**config.mk**
```make
export PLATFORM = sky130hd
export DESIGN_NAME = detector_jogada
export DESIGN_NICKNAME = d
export VERILOG_FILES = /design/src/rtl/detector_jogada.sv
export SDC_FILE = /design/constraint.sdc
export NUM_CORES = 1
export LEC_CHECK = 0
export BUFFER_PORTS_ARGS = -buffer_cell sky130_fd_sc_hd__buf_4
export CORE_ASPECT_RATIO = 1.2
export CORE_MARGIN = 4
export CORE_UTILIZATION = 25
export CTS_BUF_LIST = sky130_fd_sc_hd__clkbuf_4 sky130_fd_sc_hd__clkbuf_8
export DETAILED_ROUTE_END_ITERATION = 12
export GPL_TIMING_DRIVEN = 0
export SYNTH_ARGS = -nofsm -noshare
export SYNTH_HDL_FRONTEND = slang
export SYNTH_SLANG_ARGS = --single-unit
```
**constraint.sdc**
```tcl
create_clock -name clock -period 4.7 [get_ports clock]
set_input_delay 0.235 -clock clock [delete_from_list [all_inputs] [get_ports clock]]
set_output_delay 0.235 -clock clock [all_outputs]
set_load 0.01 [all_outputs]
```
**src/rtl/detector_jogada.sv**
```systemverilog
// detector_jogada: synchronises and debounces the player buttons and emits
// one clean jogada pulse plus the one-hot code for each accepted press.
module detector_jogada #(
  parameter int N_BOTOES        = 4,
  parameter int DEBOUNCE_CYCLES = 4
) (
  input  logic                clock,
  input  logic                reset,
  input  logic                habilita,
  input  logic [N_BOTOES-1:0] botoes,
  output logic                jogada,
  output logic [N_BOTOES-1:0] jogada_codigo,
  output logic [2:0]          db_estado
);

  localparam int CW = $clog2(DEBOUNCE_CYCLES + 1);
  localparam logic [CW-1:0] CNT_MAX = CW'(DEBOUNCE_CYCLES - 1);

  typedef enum logic [2:0] {
    OCIOSO        = 3'd0,
    FILTRA        = 3'd1,
    PULSO         = 3'd2,
    ESPERA_SOLTAR = 3'd3,
    FILTRA_SOLTAR = 3'd4
  } estado_t;

  estado_t             state_q, state_d;
  logic [N_BOTOES-1:0] s1_q, s2_q;
  logic [N_BOTOES-1:0] cand_q, cand_d;
  logic [N_BOTOES-1:0] cod_q, cod_d;
  logic [CW-1:0]       cnt_q, cnt_d;
  logic                bs_um;
  logic                bs_zero;

  assign bs_um   = $onehot(s2_q);
  assign bs_zero = (s2_q == '0);

  always_comb begin
    state_d = state_q;
    cand_d  = cand_q;
    cod_d   = cod_q;
    cnt_d   = cnt_q;
    case (state_q)
      OCIOSO: begin
        if (habilita && bs_um) begin
          state_d = FILTRA;
          cand_d  = s2_q;
        end
      end
      FILTRA: begin
        if (s2_q != cand_q || !habilita) begin
          state_d = OCIOSO;
        end else if (cnt_q == CNT_MAX) begin
          state_d = PULSO;
        end else begin
          cnt_d = cnt_q + 1'b1;
        end
      end
      PULSO: begin
        state_d = ESPERA_SOLTAR;
        cod_d   = cand_q;
      end
      ESPERA_SOLTAR: begin
        if (bs_zero) begin
          state_d = FILTRA_SOLTAR;
        end
      end
      FILTRA_SOLTAR: begin
        if (!bs_zero) begin
          state_d = ESPERA_SOLTAR;
        end else if (cnt_q == CNT_MAX) begin
          state_d = OCIOSO;
        end else begin
          cnt_d = cnt_q + 1'b1;
        end
      end
      default: begin
        state_d = OCIOSO;
      end
    endcase
    // every state change restarts the stability count
    if (state_d != state_q) begin
      cnt_d = '0;
    end
  end

  always_ff @(posedge clock) begin
    if (reset) begin
      s1_q    <= '0;
      s2_q    <= '0;
      state_q <= OCIOSO;
      cand_q  <= '0;
      cod_q   <= '0;
      cnt_q   <= '0;
    end else begin
      s1_q    <= botoes;
      s2_q    <= s1_q;
      state_q <= state_d;
      cand_q  <= cand_d;
      cod_q   <= cod_d;
      cnt_q   <= cnt_d;
    end
  end

  assign jogada        = (state_q == PULSO);
  assign jogada_codigo = cod_q;
  assign db_estado     = state_q;

endmodule

```
; Yosys cells after proc, flatten, opt, wreduce, memory -nomap -nowiden
; Index checks and enable logic that the tools add are counted.
[totals]
regBits = 22
inputBits = 7
output_inout_bits = 8
wordCells = 40
[classes]
n_addsub = 4
eq_ne = 10
muxes = 11
n_reduce_logical = 9
[ops]
columns = cell, n
row1 = 3-bit 2-to-1 mux, 9
row2 = 3-bit one-hot mux with 5 select lines, 1
row3 = "3-bit by 2-bit == test with 1-bit output, second input constant", 3
row4 = "3-bit by 1-bit == test with 1-bit output, second input constant", 2
row5 = 3-bit one-hot mux with 2 select lines, 1
row6 = 1-bit by 1-bit adder with 2-bit output, 2
row7 = 4-bit logical NOT, 1
row8 = "2-bit inequality test, second input constant", 2
row9 = 4-bit inequality test, 1
row10 = 2-bit by 2-bit adder with 3-bit output, 1
row11 = "3-bit by 1-bit adder with 3-bit output, second input constant", 1
row12 = "3-bit == test, second input constant", 1
row13 = 3-bit logical NOT, 1
row14 = 3-bit inequality test, 1
row15 = 3-bit AND reduction, 1
row16 = 2-bit AND reduction, 1
row17 = 2-bit nonzero test, 1
row18 = 2-bit OR reduction, 1
row19 = 1-bit logical AND, 1
row20 = 1-bit logical NOT, 1
row21 = 1-bit logical OR, 1

; Longest topological paths before layout
; Gate-level depths: netlist of the first run.
[depth]
depth_word = 8
depth_mapped = 9
ltp_nobuf = 8

; Worst setup path after synthesis of the first run
; Ideal clock, no wire load.
[synth_timing]
path_type = reg-to-reg
from = register s2_q[0]
to = register cand_q[0]
setup_time_ns = 0.128
arrival_time_ns = 2.249
t_required_ns = 4.572
slack_ns = 2.323
path_stages_with_launch = 10
n_path_buf = 1
period_less_slack_ns = 2.377
cell_sequence = dfxtp_1 -> inv_1 -> fa_1 -> inv_1 -> ha_1 -> ha_1 -> or4b_1 -> buf_2 -> mux2i_1 -> nor2_1
[synth_between]
elab_chain_len = 5
[synth_lines]
columns = item, line
row1 = start: declaration, 28  ; logic [N_BOTOES-1:0] s1_q, s2_q;
row2 = start signal: assignment, 97  ; s2_q <= s1_q;
row3 = 1-bit by 1-bit adder with 2-bit output (implied by the code), 35  ; assign bs_um = $onehot(s2_q);
row4 = 2-bit by 2-bit adder with 3-bit output (implied by the code), 35
row5 = 3-bit by 1-bit == test with 1-bit output, 35
row6 = 1-bit logical AND, 45  ; if (habilita && bs_um) begin
row7 = 2-bit AND reduction (no source line), -
row8 = end signal: assignment, 99  ; cand_q <= cand_d;
row9 = end: declaration, 29  ; logic [N_BOTOES-1:0] cand_q, cand_d;
; Several ways; a longest one is shown, not always the timed one.
; A chain may end at the register's enable or synchronous reset.

; Final worst setup path of the first run
[layout_timing]
from = register s2_q[0]
to = register cnt_q[1]
[layout_between]
elab_chain_len = 8
elab_cells_between_ends = 17
cone_classes = add/sub (2) / eq/ne (5) / mux (5) / reduce/logical (5)
[layout_lines]
columns = item, line
row1 = 1-bit by 1-bit adder with 2-bit output (implied by the code), 35
row2 = 2-bit by 2-bit adder with 3-bit output (implied by the code), 35
row3 = 3-bit by 1-bit == test with 1-bit output, 35
row4 = 1-bit logical AND, 45
row5 = 3-bit 2-to-1 mux, 45
row6 = 3-bit one-hot mux with 5 select lines, 43  ; case (state_q)
row7 = 3-bit inequality test, 82  ; if (state_d != state_q) begin
row8 = 2-bit OR reduction (no source line), -
row9 = end signal: assignment, 101  ; cnt_q <= cnt_d;
row10 = end: declaration, 31  ; logic [CW-1:0] cnt_q, cnt_d;
; Several ways; a longest one is shown, not always the timed one.

==> results of run 1 <==
kinds of logic after synthesis:
kind of cell	synth area share
multiplexers	0.0760
XOR/XNOR	0.0333
buffers and inverters	0.0606
flip-flops	0.418
adder cells (fa/ha/maj)	0.0784
AO/OA/AOI/OAI	0.106
AND/OR/NAND/NOR	0.228
registers in the layout, summed over array words and instances, names as in the netlist:
name	flops
cnt_q	3
db_estado	3
s2_q	4
cand_q	4
s1_q	4
jogada_codigo	4
routing by layer:
| metal | up-vias | share of wire |
|---|---|---|
| li1 | 414 | - |
| met1 | 382 | 0.42 |
| met2 | 15 | 0.50 |
| met3 | 4 | 0.055 |
| met4 | 0 | 0.024 |
| met5 | - | 0 |
worst max-delay path: stages (launching register included):
cell and delay, ns:
dfxtp_1 0.37, inv_1 0.09, fa_1 0.54, inv_1 0.04
ha_1 0.17, ha_1 0.28, o31a_1 0.32, a311oi_1 0.44
o22ai_1 0.16
through the flow:
step                 util  hold WS [ns]
floorplan               -         0.363
global placement    0.306         0.424
detailed placement  0.306         0.427
CTS                 0.320         0.171
global route        0.320         0.183
finish              0.320         0.182
report_power, final:
part	leakage [nW]	switching, mW	internal (mW)
clock network	0.0288	0.0563	0.0746
registers	0.179	0.00341	0.191
logic	0.336	0.0197	0.0184
total	0.544	0.0794	0.284
cell type report:
type	count	share of cell area
Buffer	6	0.0264
Clock buffer	4	0.0430
Inverter	8	0.0234
Multi-Input combinational cell	74	0.429
Sequential cell	22	0.344
Tap cell	54	0.0527
Timing Repair Buffer	14	0.0820
worst paths after layout:
kind	slack (ns)	start	cells after the start	endpoint
setup / recovery	2.16	s2_q[0]$_SDFF_PP0_	8	cnt_q[1]$_SDFFE_PP0P_
hold / removal	0.18	botoes[3]	2	s1_q[3]$_SDFF_PP0_
setup reg to reg	2.16	s2_q[0]$_SDFF_PP0_	8	cnt_q[1]$_SDFFE_PP0P_
hold reg to reg	0.44	s1_q[2]$_SDFF_PP0_	1	s2_q[2]$_SDFF_PP0_
Yosys cell counts, drive strengths merged:
master,count
a21o,1
a21oi,2
a22oi,1
a311oi,1
a31oi,3
and3,1
buf,4
clkbuf,2
dfxtp,22
fa,1
ha,5
inv,8
mux2i,8
nand2,4
nand2b,1
nand3,4
nand3b,2
nand4,1
nor2,11
nor2b,8
nor3,4
nor3b,1
nor4,1
nor4b,1
o22ai,2
o31a,1
o31ai,2
o32ai,1
or3b,2
or4b,1
xnor2,1
xor2,3
==> run summary, run 1 <==
CP Class -> flip-flop to flip-flop
Syn Area/Cell -> 9.58 um^2
nets -> 142
final cell count without fillers -> 182
Post-DP HPWL -> 1.55 mm
relative slew slack -> 0.564
Startpoint Class -> flip-flop
Clock Latency Late Sink -> 0.26 ns
P_leak -> 0.544 nW
Post-CTS Setup Repair Bufs -> 0
starting DRC count in detailed routing -> 10
area delta synth->final -> 21.6%
Max VDD drop -> 0.155 mV
CP required -> 4.83 ns
starting density of the core -> 0.263
Final setup violation count -> 0
Crit. End Element -> flip-flop
GRT Overall Usage -> 0.0852
Die ar. -> 0.00532 mm^2
fin crit share -> 0.540
most frequent cells in the layout -> dfxtp_1, buf_4, nor2_1
met2 usage -> 0.145
number of fill cells -> 448
vias -> 815
Top Ports -> 15
Post-Route WL -> 1.97 mm
Site Rows -> 25
fin crit period -> 2.54 ns
Avg Vias per Cell -> 4.48
CTS sink cnt -> 22
TritonRoute pass-1 iters -> 4
Place WS -> 2.16 ns
synth top area cells -> dfxtp_1, mux2i_1, ha_1
FF/Latch Area -> 440 um^2
clk slew on worst S/H paths -> 0.07 ns
Max Cap Viol -> 0
Synth Instances -> 110
Slew Viols, Final -> 0
outcome -> complete, no violations
final hold vios -> 0
post-synth top area share -> 0.418
Synthesized Nets -> 123
Yosys warning total -> 0
Hold Path Class -> primary input to flip-flop
initial antenna violation count -> 0
Placement Cell Area -> 0.00123 mm^2
total CTS buffers -> 3
Syn Std Cell Area -> 0.00105 mm^2
M1 GR Usage -> 0.0908
post-CTS sizing -> 0
Top Usage Layer GRT -> met2
Die H -> 79.1 um
Unique masters post-synth -> 37
footprint of the multi-input gates -> 549 um^2
Core Region -> 0.00400 mm^2
Worst EP arrival -> 2.67 ns
Synth Register Bits -> 22
Final ANT Viol Nets -> 0
CTS root buffer -> clkbuf_8
final worst slack -> 2.16 ns
Die W -> 67.3 um
vias in the first global route -> 805
most common cell after layout, fill and taps aside -> dfxtp_1
H-tree Lvls -> 1
CTS tree -> done
CP max FO -> 3
ANT cells -> 0
fraction of layout cells with a size suffix above 1 -> 0.211
CTS Hold Bufs -> 0
Port Buffers -> 14
DR DRC count -> 0
final instance area -> 0.00128 mm^2
Placed Cells -> 178
largest net degree at the start of global routing -> 13
Clock Tree Buf Depth -> 2
gpl congestion -> 0.776
clock skew -> 0.00255 ns
pwr dens -> 284 mW/mm^2
Pwr Total -> 0.364 mW
GRT overflow -> 0
global-route wire length before repair -> 3.43 mm
Synth area leader -> dfxtp_1
sequential area share after synthesis -> 0.418
Routed WL per cell -> 10.8 um
RSZ-0062 raised after global routing -> false
GR Layer Usage met3 -> 0.0226
Max Fclk -> 394 MHz
slew of the pin with the lowest slew margin -> 0.652 ns
Fin Setup TNS -> 0 ns
(Power assumes the default switching activity.)
==> run 2: changes to the inputs <==
==> constraint.sdc (replaced) <==
create_clock -name clock -period 2.6 [get_ports clock]
set_input_delay 0.13 -clock clock [delete_from_list [all_inputs] [get_ports clock]]
set_output_delay 0.13 -clock clock [all_outputs]
set_load 0.01 [all_outputs]
==> run summary, run 2 (synthesized netlist as in run 1, its figures left out) <==
Worst EP arrival -> 2.60 ns
largest net degree at the start of global routing -> 13
Hold Path Class -> primary input to flip-flop
Die H -> 79.1 um
GRT Overall Usage -> 0.0852
Slew Viols, Final -> 0
Fin Setup TNS -> 0 ns
fin crit share -> 0.946
gpl congestion -> 0.776
Max Fclk -> 407 MHz
clk slew on worst S/H paths -> 0.07 ns
Startpoint Class -> flip-flop
Top Ports -> 15
fraction of layout cells with a size suffix above 1 -> 0.250
starting density of the core -> 0.263
Flop pwr share -> 0.531
reg-to-reg setup timing slack -> 0.14 ns
Post-CTS Setup Repair Bufs -> 0
Die W -> 67.3 um
CTS tree -> done
reg-to-reg endpoint -> cand_q[2]$_SDFFE_PP0P_
pwr dens -> 509 mW/mm^2
WP buf/inv -> 3
initial antenna violation count -> 0
ANT cells -> 0
CP required -> 2.74 ns
CTS sink cnt -> 22
final hold vios -> 0
Clock Tree Buf Depth -> 2
Core Region -> 0.00400 mm^2
Routed WL per cell -> 11.0 um
area delta synth->final -> 23.5%
Die ar. -> 0.00532 mm^2
switch share -> 0.218
fin crit period -> 2.46 ns
RSZ-0062 raised after global routing -> false
worst path cell trace -> inv_1 -> fa_1 -> inv_1 -> ha_1 -> ha_1 -> or4b_4 -> buf_6 -> mux2i_1 -> nor2_1
cell depth of the worst setup path -> 9
Net Sw Power -> 0.144 mW
Avg Vias per Cell -> 4.50
Site Rows -> 25
Crit Reg-Reg Startpoint -> s2_q[0]$_SDFF_PP0_
Critical path origin -> s2_q[0]$_SDFF_PP0_
vias in the first global route -> 805
post-CTS sizing -> 0
CP max stage cell -> fa_1
Pint -> 0.519 mW
relative slew slack -> 0.548
CTS Hold Bufs -> 0
Clock Latency Late Sink -> 0.26 ns
Max VDD drop -> 0.281 mV
Max Cap Viol -> 0
nets -> 142
Post-Route WL -> 1.99 mm
outcome -> complete, no violations
CP Class -> flip-flop to flip-flop
most frequent cells in the layout -> dfxtp_1, buf_4, nor2_1
Post-DP HPWL -> 1.55 mm
Comb power frac -> 0.112
H-tree Lvls -> 1
R2R cell count -> 9
Final ANT Viol Nets -> 0
GRT overflow -> 0
vias -> 819
Crit. End Element -> flip-flop
DR DRC count -> 0
CP top delay family -> adder cells
Port Buffers -> 14
CTS root buffer -> clkbuf_8
global-route wire length before repair -> 3.43 mm
most common cell after layout, fill and taps aside -> dfxtp_1
Slowest Stage Delay on Critical Path -> 0.54 ns
TritonRoute pass-1 iters -> 6
starting DRC count in detailed routing -> 18
Critical Path End -> cand_q[2]$_SDFFE_PP0P_
total CTS buffers -> 3
slew of the pin with the lowest slew margin -> 0.677 ns
Placed Cells -> 178
clock skew -> 0.00225 ns
P_leak -> 0.551 nW
clock share of power -> 0.356
CP max FO -> 5
Final setup violation count -> 0
final cell count without fillers -> 182
run 2: cell counts in the layout (fill, tap and decap cells not counted):
Identical to the previous run, type by type.
run 2: per-stage QoR:
stage | hold WS, ns | setup WS [ns] | utilization | cell area [um^2] | power, mW
2_1_floorplan | 0.258 | 0.223 | - | 1050 | 0.408
3_3_place_gp | 0.340 | 0.111 | 0.306 | 1230 | 0.426
3_5_place_dp | 0.345 | 0.0560 | 0.306 | 1230 | 0.429
4_1_cts | 0.0662 | 0.0243 | 0.320 | 1280 | 0.670
5_1_grt | 0.0784 | 0.0111 | 0.325 | 1300 | 0.702
6_report | 0.0774 | 0.141 | 0.325 | 1300 | 0.663
run 2: layout make-up:
| cell class | instances | area [um^2] |
|---|---|---|
| Tap cell | 54 | 67.6 |
| Inverter | 8 | 30.0 |
| Clock buffer | 4 | 55.1 |
| Sequential cell | 22 | 444 |
| Buffer | 6 | 40.0 |
| Fill cell | 450 | 2700 |
| Multi-Input combinational cell | 74 | 559 |
| Timing Repair Buffer | 14 | 105 |
run 2: worst reg2reg max path: stages, from the launching register on:
cell and delay (ns):
dfxtp_2 0.35, inv_1 0.07, fa_1 0.54, inv_1 0.04
ha_1 0.17, ha_1 0.29, or4b_4 0.54, buf_6 0.15
mux2i_1 0.14, nor2_1 0.06
run 2: how the worst min path moves through the flow:
stage,start,end,slack (ns),depth (start not counted)
floorplan,botoes[0],s1_q[0]$_SDFF_PP0_,0.26,1
global placement,botoes[2],s1_q[2]$_SDFF_PP0_,0.34,2
detailed placement,botoes[3],s1_q[3]$_SDFF_PP0_,0.34,2
CTS,botoes[3],s1_q[3]$_SDFF_PP0_,0.07,2
global route,botoes[0],s1_q[0]$_SDFF_PP0_,0.08,2
finish,botoes[3],s1_q[3]$_SDFF_PP0_,0.08,2
run 2: routing by layer:
metal / track usage / wire (um) / vias up
li1: - / - / 415
met1: 0.0908 / 836 / 385
met2: 0.145 / 1000 / 15
met3: 0.0226 / 108 / 4
met4: 0.0548 / 48 / 0
met5: 0 / 0 / -
run 2: power groups by stage:
stage          sequential [mW]  clock [mW]  combinational, mW
6_report                 0.352       0.236             0.0746
3_5_place_dp             0.360           0             0.0687
3_3_place_gp             0.360           0             0.0665
2_1_floorplan            0.359           0             0.0489
4_1_cts                  0.352       0.248             0.0697
5_1_grt                  0.353       0.265             0.0834
